==> src/rtl/decode_stage.sv <==
// decode_stage: turns a PA request into a root-table walk descriptor.
// One-cycle elastic stage with an output register and one skid slot.
module decode_stage #(
    parameter int PIPELINE_SLAVE_DATA_WIDTH  = 66,
    parameter int PIPELINE_MASTER_DATA_WIDTH = 136
) (
    input  logic                                  clk_i,
    input  logic                                  rst_ni,
    input  logic                                  decode_slave_valid_i,
    output logic                                  decode_slave_ready_o,
    input  logic [PIPELINE_SLAVE_DATA_WIDTH-1:0]  decode_slave_data_i,
    output logic                                  decode_master_valid_o,
    input  logic                                  decode_master_ready_i,
    output logic [PIPELINE_MASTER_DATA_WIDTH-1:0] decode_master_data_o,
    input  logic [1:0]                            mmpt_mode_i,
    input  logic [43:0]                           mmpt_ppn_i,
    input  logic                                  decode_ctrl_flush_i,
    output logic                                  decode_ctrl_busy_o,
    output logic [15:0]                           decode_fault_count_o
);

    localparam int MW = PIPELINE_MASTER_DATA_WIDTH;

    generate
        if (PIPELINE_SLAVE_DATA_WIDTH != 66) begin : g_bad_slave_w
            $error("PIPELINE_SLAVE_DATA_WIDTH must be 66");
        end
        if (PIPELINE_MASTER_DATA_WIDTH != 136) begin : g_bad_master_w
            $error("PIPELINE_MASTER_DATA_WIDTH must be 136");
        end
    endgenerate

    logic [63:0]   pa;
    logic [1:0]    acc;
    logic [8:0]    index;
    logic [1:0]    levels;
    logic          bypass;
    logic          range_bad;
    logic          fault;
    logic [1:0]    cause;
    logic [63:0]   root;
    logic [MW-1:0] desc;

    logic          out_valid;
    logic          skid_valid;
    logic          ready_en;
    logic [MW-1:0] out_data;
    logic [MW-1:0] skid_data;
    logic [15:0]   fault_cnt;
    logic          accept;
    logic          consume;

    // Decode the incoming request against the live CSR values
    always_comb begin
        pa        = decode_slave_data_i[63:0];
        acc       = decode_slave_data_i[65:64];
        index     = 9'd0;
        levels    = 2'd0;
        bypass    = 1'b0;
        range_bad = 1'b0;
        unique case (1'b1)
            mmpt_mode_i == 2'b00: begin
                bypass = 1'b1;
            end
            mmpt_mode_i == 2'b01: begin
                levels    = 2'd2;
                index     = pa[42:34];
                range_bad = |pa[63:43];
            end
            mmpt_mode_i == 2'b10: begin
                levels    = 2'd3;
                index     = pa[51:43];
                range_bad = |pa[63:52];
            end
            default: ;
        endcase
        if (mmpt_mode_i == 2'b11) begin
            cause = 2'b10;
        end else if (acc == 2'b11) begin
            cause = 2'b11;
        end else if (range_bad) begin
            cause = 2'b01;
        end else begin
            cause = 2'b00;
        end
        fault = |cause;
        root  = {8'b0, mmpt_ppn_i, 12'b0} | {52'b0, index, 3'b0};
        if (bypass || fault) begin
            root   = 64'd0;
            levels = 2'd0;
        end
        if (fault) begin
            bypass = 1'b0;
        end
        desc = {cause, fault, bypass, levels, acc, root, pa};
    end

    assign accept  = decode_slave_valid_i & decode_slave_ready_o;
    assign consume = out_valid & decode_master_ready_i;

    assign decode_slave_ready_o  = ready_en & ~skid_valid & ~decode_ctrl_flush_i;
    assign decode_master_valid_o = out_valid;
    assign decode_master_data_o  = out_data;
    assign decode_ctrl_busy_o    = out_valid | skid_valid;
    assign decode_fault_count_o  = fault_cnt;

    // Keep ready low until the first edge after reset release
    always_ff @(posedge clk_i or negedge rst_ni) begin
        if (!rst_ni) begin
            ready_en <= 1'b0;
        end else begin
            ready_en <= 1'b1;
        end
    end

    // Output and skid registers: fill, drain in order, flush
    always_ff @(posedge clk_i or negedge rst_ni) begin
        if (!rst_ni) begin
            out_valid  <= 1'b0;
            skid_valid <= 1'b0;
            out_data   <= '0;
            skid_data  <= '0;
        end else if (decode_ctrl_flush_i) begin
            out_valid  <= 1'b0;
            skid_valid <= 1'b0;
        end else if (consume && skid_valid) begin
            out_data   <= skid_data;
            skid_valid <= 1'b0;
        end else if (accept && (consume || !out_valid)) begin
            out_valid <= 1'b1;
            out_data  <= desc;
        end else if (accept) begin
            skid_valid <= 1'b1;
            skid_data  <= desc;
        end else if (consume) begin
            out_valid <= 1'b0;
        end
    end

    // Count faulted descriptors leaving the stage, saturating
    always_ff @(posedge clk_i or negedge rst_ni) begin
        if (!rst_ni) begin
            fault_cnt <= 16'd0;
        end else if (consume && out_data[133] && fault_cnt != 16'hFFFF) begin
            fault_cnt <= fault_cnt + 16'd1;
        end
    end

endmodule

==> config.mk <==
export PLATFORM = sky130hd
export DESIGN_NAME = decode_stage
export DESIGN_NICKNAME = d
export VERILOG_FILES = /design/src/rtl/decode_stage.sv
export SDC_FILE = /design/constraint.sdc
export NUM_CORES = 1
export LEC_CHECK = 0
export ABC_AREA = 1
export ABC_CLOCK_PERIOD_IN_PS = 1500
export CORE_MARGIN = 4
export CORE_UTILIZATION = 47
export CTS_BUF_LIST = sky130_fd_sc_hd__clkbuf_4
export DETAILED_ROUTE_END_ITERATION = 7
export PLACE_DENSITY_LB_ADDON = 0.25
export SLEW_MARGIN = 5
export SYNTH_ARGS = -nofsm -noshare
export SYNTH_HDL_FRONTEND = slang
export SYNTH_SLANG_ARGS = --single-unit
==> constraint.sdc <==
create_clock -name clk_i -period 1.5 [get_ports clk_i]
set_input_delay 0.225 -clock clk_i [delete_from_list [all_inputs] [get_ports clk_i]]
set_output_delay 0.225 -clock clk_i [all_outputs]
set_load 0.02 [all_outputs]
==> results of run 1 <==
## path summary, 6_finish.rpt
path                                            end  cells past startpoint
hold / removal              decode_fault_count_o[2]                      2
min in group clk_i          decode_master_data_o[5]                      3
max in group asynchronous   decode_master_data_o[2]                      3
setup / recovery           decode_master_data_o[15]                     12
hold reg to reg            decode_master_data_o[69]                      2
setup reg to reg           decode_master_data_o[15]                     12
## per-layer routing
metal	share of wire	up-vias	GRT usage
met2	0.49	752	0.3897
met3	0.096	146	0.06570
li1	-	5436	-
met4	0.035	2	0.08931
met5	0.00022	-	0
met1	0.38	6031	0.3505
## cells by family after synthesis
kind of cell / Yosys count / share of synthesized area
adders and majority gates: 6 / 0.006388
buffers and inverters: 160 / 0.06239
other: 2 / 0.0006391
and+or+nand+nor: 622 / 0.2137
xor gates and xnor gates: 15 / 0.01118
AOI/OAI and AO/OA: 278 / 0.1329
DFF: 269 / 0.5728
## critical path, stage by stage, from the launching register on
cell and delay (ns):
dfrtp_1 0.34, nand2_2 0.06, nor2_4 0.12, nand2_2 0.09, nor2_4 0.12, inv_2 0.06
a21oi_4 0.16, buf_6 0.13, buf_12 0.13, buf_6 0.12, buf_12 0.13, nor2_4 0.03
a31oi_1 0.18
## metrics by stage
step | area (um^2) | power, mW | std cells | util
after detailed placement | 15440 | 16.02 | 1928 | 0.6311
after floorplan | 12010 | 12.69 | 1362 | -
after global routing | 18970 | 25.60 | 2187 | 0.7755
after CTS | 16680 | 23.05 | 2105 | 0.6817
after global placement | 15440 | 15.85 | 1928 | 0.6311
final | 18970 | 24.44 | 2188 | 0.7756
## cell type report
class                      count  share of cell area
sequential                   269              0.3550
timing repair inverter         1           0.0005935
timing repair buffer         470              0.2761
clock buffer                 107             0.04234
tap                          324             0.02137
clock inverter                24             0.01042
antenna                        3           0.0003957
inverter                      57             0.01299
multi-input combinational    933              0.2808
## what timing repair did
| action | in CTS | in global routing |
|---|---|---|
| setup buffers | 39 | 42 |
| resized for setup | 727 | 310 |
| cloned | 7 | 44 |
| setup endpoints to repair | 353 | 317 |
| hold endpoints to repair | 269 | 4 |
| hold buffers | 1 | 2 |
| pin swaps | 10 | 68 |
## state kept, by name (all words and copies together), names as in the netlist
| name | flops |
|---|---|
| decode_fault_count_o | 16 |
| skid_valid | 1 |
| decode_master_valid_o | 1 |
| ready_en | 1 |
| decode_master_data_o | 125 |
| skid_data | 125 |
## placed cells by master (no fill, tap or decap), types with 24 or more instances in the layout
cell type          n
inv_1             48
nor2_2            25
o21ai_0           24
a21oi_2           53
buf_6             87
buf_4            104
nand3_1           69
dfrtp_1          266
a31oi_1           54
buf_2             74
nor2_1           102
buf_12            40
nand2_1          325
a21oi_1           48
nand2_2           26
clkdlybuf4s50_1  111
clkbuf_16         31
clkbuf_4         107
o21ai_1           40
nand3_2           28
## where the power goes
part,switching [mW],leakage (nW),internal (mW)
clock,3.23,0.585,3.96
combinational,3.87,5.00,3.43
sequential,1.15,3.32,8.78
total,8.26,8.90,16.2
==> run metrics, run 1 <==
die span in x approximately 170 um; DIE AREA 27600 um^2; worst vdd ir just over 0.9 mV; Post-Syn Area per Cell about 8.7 um^2; pwr/cell area approximately 1300 nW/um^2; fillers roughly 1500; Synth area leaders dfrtp_1 57%, nand2_1 11%, nor2_1 4.6%; Worst-Skew Late Latency about 0.70 ns; RePlAce Congestion around 0.84; total routed wirelength 44.48 mm; antenna-violating nets left 0; via count around 12000; Area growth, synth to finish 61.46%; Die Y between 150 and 200 um; Final WS setup -0.2821 ns; top cells by count, synth 360 x nand2_1, 269 x dfrtp_1, 143 x nor2_1; CTS sink count around 270; Synth Flop Type dfrtp_1; maxcap violations 0; #FFs+latches synth about 270; Initial DRC Count ~1100; vias per std cell 5.652; crit end category flip-flop; Worst Path Arrival between 2 and 2.5 ns; CTS clk-pin slew, worst paths roughly 0.070 ns; Congestion Overflow GR 0; clock root buffer clkbuf_4; Sequential Area roughly 6700 um^2; layout cell share with drive strength beyond 1 0.3681; Avg WL per Cell 20.33 um; RSZ-0062 raised after global routing yes; worst hold path type input port to asynchronous set/reset pin; CTS Buf Count 74; achievable frequency about 0.56 GHz; share of the synthesized area in the top cell type 0.5728; status finished with violations; leakage 8.898 nW; Pins Over Slew Limit 0; first-pass GRT wire length between 50 and 60 mm; failing checks setup timing; startpoint class of the critical path flip-flop; Syn Std Cell Area ~12000 um^2; antenna violations before repair 4; Final Cycle Share 1.188; worst r2r src ready_en; number of global-route vias before repair about 11000; Nets slightly below 2000; Multi-input gate area 5328 um^2; Fin Setup TNS -46.22 ns; min cycle time layout between 1.5 and 2 ns; Port-buffer cells 260; Worst Path Required a little over 2 ns; Async SR Flop Fraction 1.000; num ports approximately 270; dpl hpwl approximately 22 mm; YS warnings 0; Initial DRT Pass Iterations 6; Cells after Synth 1352; number of synthesized flops with an enable pin 0; drt drc 0; core box area about 24000 um^2; FP Rows 57; Max Root-Sink Buffers 3; count leader, synth nand2_1; Netlist cell types 32; worst hold slack between 0.015 and 0.02 ns; area leader, netlist dfrtp_1; WS Path Type flip-flop to flip-flop; reg2reg setup slack -0.28 ns; initial core utilization 0.4804; crit path max fanout 7; total track usage 0.2530; post-synthesis sequential area ratio 0.5728; Hold Violations, Final 0; largest net degree at the start of global routing a little over 60; CTS tree built; Fin Clk Skew 0.05503 ns; Post-Place Worst Slack -0.8805 ns; CP startpoint ready_en; H-tree levels 3; count of final setup violators roughly 270
No activity file was read; power rests on OpenSTA's default activity.
==> run 2, diff against run 1 <==
--- a/config.mk
+++ b/config.mk
@@ -8,7 +8,7 @@
 export ABC_AREA = 1
 export ABC_CLOCK_PERIOD_IN_PS = 1500
 export CORE_MARGIN = 4
-export CORE_UTILIZATION = 47
+export CORE_UTILIZATION = 38
 export CTS_BUF_LIST = sky130_fd_sc_hd__clkbuf_4
 export DETAILED_ROUTE_END_ITERATION = 7
 export PLACE_DENSITY_LB_ADDON = 0.25
==> run 2 against run 1 <==
The run still ends with setup timing left; die area rose by 22%; non-clock buffer count rose by 6; fmax rose by 1.8%; combinational power down 1%; cell count up 3.3%; global-route usage fell by 4.1 points.
==> run metrics, run 2 (synthesis results as in run 1) <==
placed cell area 15660 um^2 (+1.5%); RSZ-0062 raised after global routing yes; worst hold path type input port to asynchronous set/reset pin; dpl hpwl 22.82 mm (+3.6%); number of global-route vias before repair 11240 (-0.68%); worst vdd ir 0.6133 mV (-34%); layout cell share with drive strength beyond 1 0.3908 (+0.02269); crit path max fanout 7 (unchanged); Avg WL per Cell 19.64 um (-3.4%); CTS sink count 269 (unchanged); achievable frequency 0.5713 GHz (+1.8%); total routed wirelength 44.39 mm (-0.21%); Final WS setup -0.2504 ns (+0.03168 ns); Die Y 183.9 um (+11%); total track usage 0.2125 (-0.04053); fin util 0.6341 (-0.1415); Final Cycle Share 1.167 (-0.02112); Port-buffer cells 260 (unchanged); Nets 1938 (+0.47%); worst hold slack 0.05596 ns (+0.03816 ns); most common cell after layout, fill and taps aside nand2_1; dpl cells 2023 (+4.9%); Hold Violations, Final 0 (unchanged); DIE AREA 33800 um^2 (+22%); crit end category flip-flop; antenna-violating nets left 0 (unchanged); Worst Path Arrival 2.28 ns (-0.07 ns); die span in x 183.9 um (+11%); failing checks setup timing; CTS tree built; status finished with violations; drt drc 0 (unchanged); Area growth, synth to finish 64.62%; Post-Place Worst Slack -0.7735 ns (+0.1070 ns); min cycle time layout 1.750 ns (-0.03168 ns); Pins Over Slew Limit 0 (unchanged); H-tree levels 3 (unchanged); startpoint class of the critical path flip-flop; fin cells 2260 (+3.3%); Worst Path Required 2.03 ns (-0.03 ns); Worst-Skew Late Latency 0.66 ns (-0.04 ns); Initial DRC Count 1063 (-4.2%); CTS Buf Count 75 (+1.4%); Fin Setup TNS -33.45 ns (+12.77 ns); antenna violations before repair 1 (-3); Fin Clk Skew 0.05563 ns (+0.0005954 ns); leakage 8.961 nW (+0.71%); Initial DRT Pass Iterations 5 (-1); clock root buffer clkbuf_4; initial core utilization 0.3852 (-0.09521); total chip power 24.19 mW (-1.0%); first-pass GRT wire length 58.97 mm (+1.4%); RePlAce Congestion 0.7810 (-7.4%); num ports 272 (unchanged); vias per std cell 5.297 (-6.3%); via count 11970 (-3.2%); Max Root-Sink Buffers 3 (unchanged); count of final setup violators 268 (-0.37%); largest net degree at the start of global routing 66 (+8.2%); WS Path Type flip-flop to flip-flop; FP Rows 64 (+12%); Congestion Overflow GR 0 (unchanged); most frequent cells in the layout 326 x nand2_1, 266 x dfrtp_1, 115 x clkdlybuf4s50_1, 112 x clkbuf_4, 97 x buf_4; pwr/cell area 1250 nW/um^2 (-2.9%); core box area 30510 um^2 (+25%); maxcap violations 0 (unchanged); CTS clk-pin slew, worst paths 0.06 ns (about the same); design area 19340 um^2 (+2.0%)
[run 2: final timing paths]
kind / from / endpoint / slack [ns] / cells past startpoint
worst max-delay path: skid_valid / decode_master_data_o[54] / -0.25 / 11
worst min register to register: decode_master_data_o[67] / decode_master_data_o[67] / 0.48 / 2
worst max register to register: skid_valid / decode_master_data_o[54] / -0.25 / 11
max in group asynchronous: rst_ni / decode_master_data_o[16] / 0.59 / 3
worst min-delay path: rst_ni / skid_data[14] / 0.06 / 2
min in group clk_i: decode_slave_data_i[16] / decode_master_data_o[16] / 0.15 / 3
[run 2: cell type report]
cell class	count	area (um^2)
well taps	396	495.5
clock inverters	13	131.4
inverters	57	241.5
flip-flops and latches	269	6735
repair buffers	476	5259
fillers	2441	11160
diodes	1	2.502
clock buffers	112	840.8
repair inverters	3	38.79
multi-input cells	933	5600
[run 2: worst max-delay path, cell delays in order (launching register included)]
cell	delay, ns
dfrtp_1	0.41
nor2_4	0.12
nand2_2	0.08
nor2_4	0.09
inv_2	0.05
a21oi_4	0.17
buf_6	0.14
buf_12	0.14
buf_12	0.11
buf_12	0.13
nor2_4	0.03
a31oi_1	0.16
[run 2: repair_timing]
item                                    CTS  global route
hold buffers                              2             0
endpoints found under the hold margin   269             0
endpoints found under the setup margin  392           335
setup buffers                            41            25
gates resized for setup                 727           359
cloned                                   10            42
pin swaps                                24            32
[run 2: power breakdown]
| group | switching [mW] | internal, mW | leakage, nW | total [mW] |
|---|---|---|---|---|
| logic | 3.85 | 3.37 | 5.07 | 7.22 |
| clock network | 3.08 | 3.89 | 0.572 | 6.98 |
| registers | 1.21 | 8.78 | 3.32 | 9.99 |
| total | 8.14 | 16.0 | 8.96 | 24.2 |
[run 2: routing by layer]
metal / global-route usage / routed length, um
met1: 0.2952 / 18020
met2: 0.3346 / 21280
met3: 0.05085 / 4137
met4: 0.06004 / 949
met5: 0 / 0
==> run 3, diff against run 2 <==
==> constraint.sdc (replaced) <==
create_clock -name clk_i -period 1.5 [get_ports clk_i]
set_input_delay 0.225 -clock clk_i [delete_from_list [all_inputs] [get_ports clk_i]]
set_output_delay 0.225 -clock clk_i [all_outputs]
set_load 0.1 [all_outputs]
==> run 3 against run 2 <==
Critical path type unchanged; die area did not move; largest power group is now combinational cells; wire length is 14% higher; critical endpoint is now decode_master_data_o[9]; cell count increased by 3.7%; global-route usage increased by 4.8 points; register-to-register slack worse by 0.09 ns; power grew 45%; fmax is 4.9% lower; clock power about the same; critical path depth unchanged; the flow still finishes with violations (setup timing).
==> run metrics, run 3 (synthesis results as in run 1) <==
status finished with violations; failing checks setup timing; RSZ-0062 raised after global routing yes; CP max stage cell dfrtp_1; crit-path max cell delay 0.42 ns (about the same); CTS Buf Count 73 (-2.7%); Max Root-Sink Buffers 3 (unchanged); initial core utilization 0.3852 (unchanged); pwr/cell area 1508 nW/um^2 (+21%); clock root buffer clkbuf_4; Fin Setup TNS -63.10 ns (-29.65 ns); Area growth, synth to finish 97.85%; min cycle time layout 1.840 ns (+0.08973 ns); leakage 10.38 nW (+16%); crit path max fanout 7 (unchanged); most common cell after layout, fill and taps aside nand2_1; reg2reg setup slack -0.34 ns (-0.09 ns); total chip power 35.07 mW (+45%); worst vdd ir 1.426 mV (+130%); worst hold slack 0.07367 ns (+0.01771 ns); maxcap violations 0 (unchanged); CTS clk-pin slew, worst paths 0.07 ns (about the same); dpl cells 2025 (+0.099%); startpoint class of the critical path flip-flop; Worst Setup EP decode_master_data_o[9]; Post-Place Worst Slack -0.8461 ns (-0.07264 ns); CP startpoint skid_valid; placed cell area 17140 um^2 (+9.4%); largest net degree at the start of global routing 49 (-26%); Initial DRT Pass Iterations 6 (+1); total track usage 0.2604 (+0.04797); worst hold path type input port to asynchronous set/reset pin; RePlAce Congestion 0.8216 (+5.2%); Pins Over Slew Limit 0 (unchanged); num ports 272 (unchanged); Worst-Skew Late Latency 0.72 ns (+0.06 ns); r2r worst-path depth 11 (unchanged); CP Buf/Inv Count 5 (unchanged); CP delay by family, top buffers and inverters; first-pass GRT wire length 69.59 mm (+18%); Die Y 183.9 um (unchanged); critical path cell sequence nor2_4 -> nand2_4 -> nor2_4 -> inv_2 -> a21oi_4 -> buf_12 -> buf_16 -> buf_12 -> buf_12 -> nor2_2 -> a31oi_1; antenna violations before repair 5 (+4); count of final setup violators 350 (+31%); Congestion Overflow GR 0 (unchanged); Worst Path Arrival 2.42 ns (+0.14 ns); core box area 30510 um^2 (unchanged); Port-buffer cells 260 (unchanged); CP Depth 11 (unchanged); drt drc 0 (unchanged); dpl hpwl 23.86 mm (+4.5%); Nets 2020 (+4.2%); number of global-route vias before repair 12620 (+12%); H-tree levels 3 (unchanged); WS Path Type flip-flop to flip-flop; CTS sink count 269 (unchanged); total routed wirelength 50.44 mm (+14%); Final WS setup -0.3401 ns (-0.08973 ns); antenna-violating nets left 0 (unchanged); via count 12870 (+7.5%); most frequent CP cell buf_12; Final Cycle Share 1.227 (+0.05982); most frequent cells in the layout 240 x nand2_1, 213 x dfrtp_1, 196 x buf_12, 142 x buf_4, 113 x clkdlybuf4s50_1; die span in x 183.9 um (unchanged); FP Rows 64 (unchanged); layout cell share with drive strength beyond 1 0.5319 (+0.1411); crit end category flip-flop; Avg WL per Cell 21.53 um (+9.6%); fin util 0.7621 (+0.1280); DIE AREA 33800 um^2 (unchanged); vias per std cell 5.493 (+3.7%); design area 23250 um^2 (+20%); CTS tree built; r2r endpoint decode_master_data_o[9]; Fin Clk Skew 0.08662 ns (+0.03099 ns); fin cells 2343 (+3.7%); Initial DRC Count 871 (-18%); Worst Path Required 2.07 ns (+0.04 ns); Hold Violations, Final 0 (unchanged); worst r2r src skid_valid; achievable frequency 0.5434 GHz (-4.9%)
-- run 3: area by class of cell --
class	count	area [um^2]
fillers	1775	7259
clock buffers	107	803.3
flip-flops and latches	269	6807
repair buffers	560	8205
diodes	1	2.502
well taps	396	495.5
inverters	57	269.0
repair inverters	3	76.32
multi-input cells	933	6461
clock inverters	17	130.1
-- run 3: how the worst min path moves through the flow --
stage	from	to	slack [ns]	cells after the start
after CTS	rst_ni	decode_fault_count_o[1]	0.02	2
after detailed placement	rst_ni	decode_fault_count_o[1]	0.18	1
after global placement	rst_ni	decode_fault_count_o[0]	0.17	1
after floorplan	rst_ni	decode_fault_count_o[10]	-0.07	0
final	rst_ni	decode_fault_count_o[0]	0.07	2
after global routing	rst_ni	decode_master_data_o[20]	0.06	2
-- run 3: report_power, final --
group          internal (mW)  total [mW]  switching (mW)  leakage [nW]
sequential              8.86        10.7            1.80          3.26
clock                   3.61        6.95            3.34         0.551
combinational           6.92        17.5            10.5          6.57
-- run 3: timing repair --
action | 4_1_cts | 5_1_grt
buffers inserted | 69 | 92
endpoints found under the setup margin | 406 | 412
hold buffers | 1 | 0
pin swaps | 67 | 69
gates resized for setup | 368 | 433
endpoints found under the hold margin | 269 | 0
gates cloned | 53 | 13
-- run 3: layer usage --
| metal | up-vias | wire (um) | track usage |
|---|---|---|---|
| li1 | 5623 | - | - |
| met4 | 8 | 2040 | 0.09908 |
| met1 | 6373 | 19240 | 0.3380 |
| met5 | - | 50 | 0 |
| met2 | 695 | 24780 | 0.4215 |
| met3 | 170 | 4328 | 0.06727 |
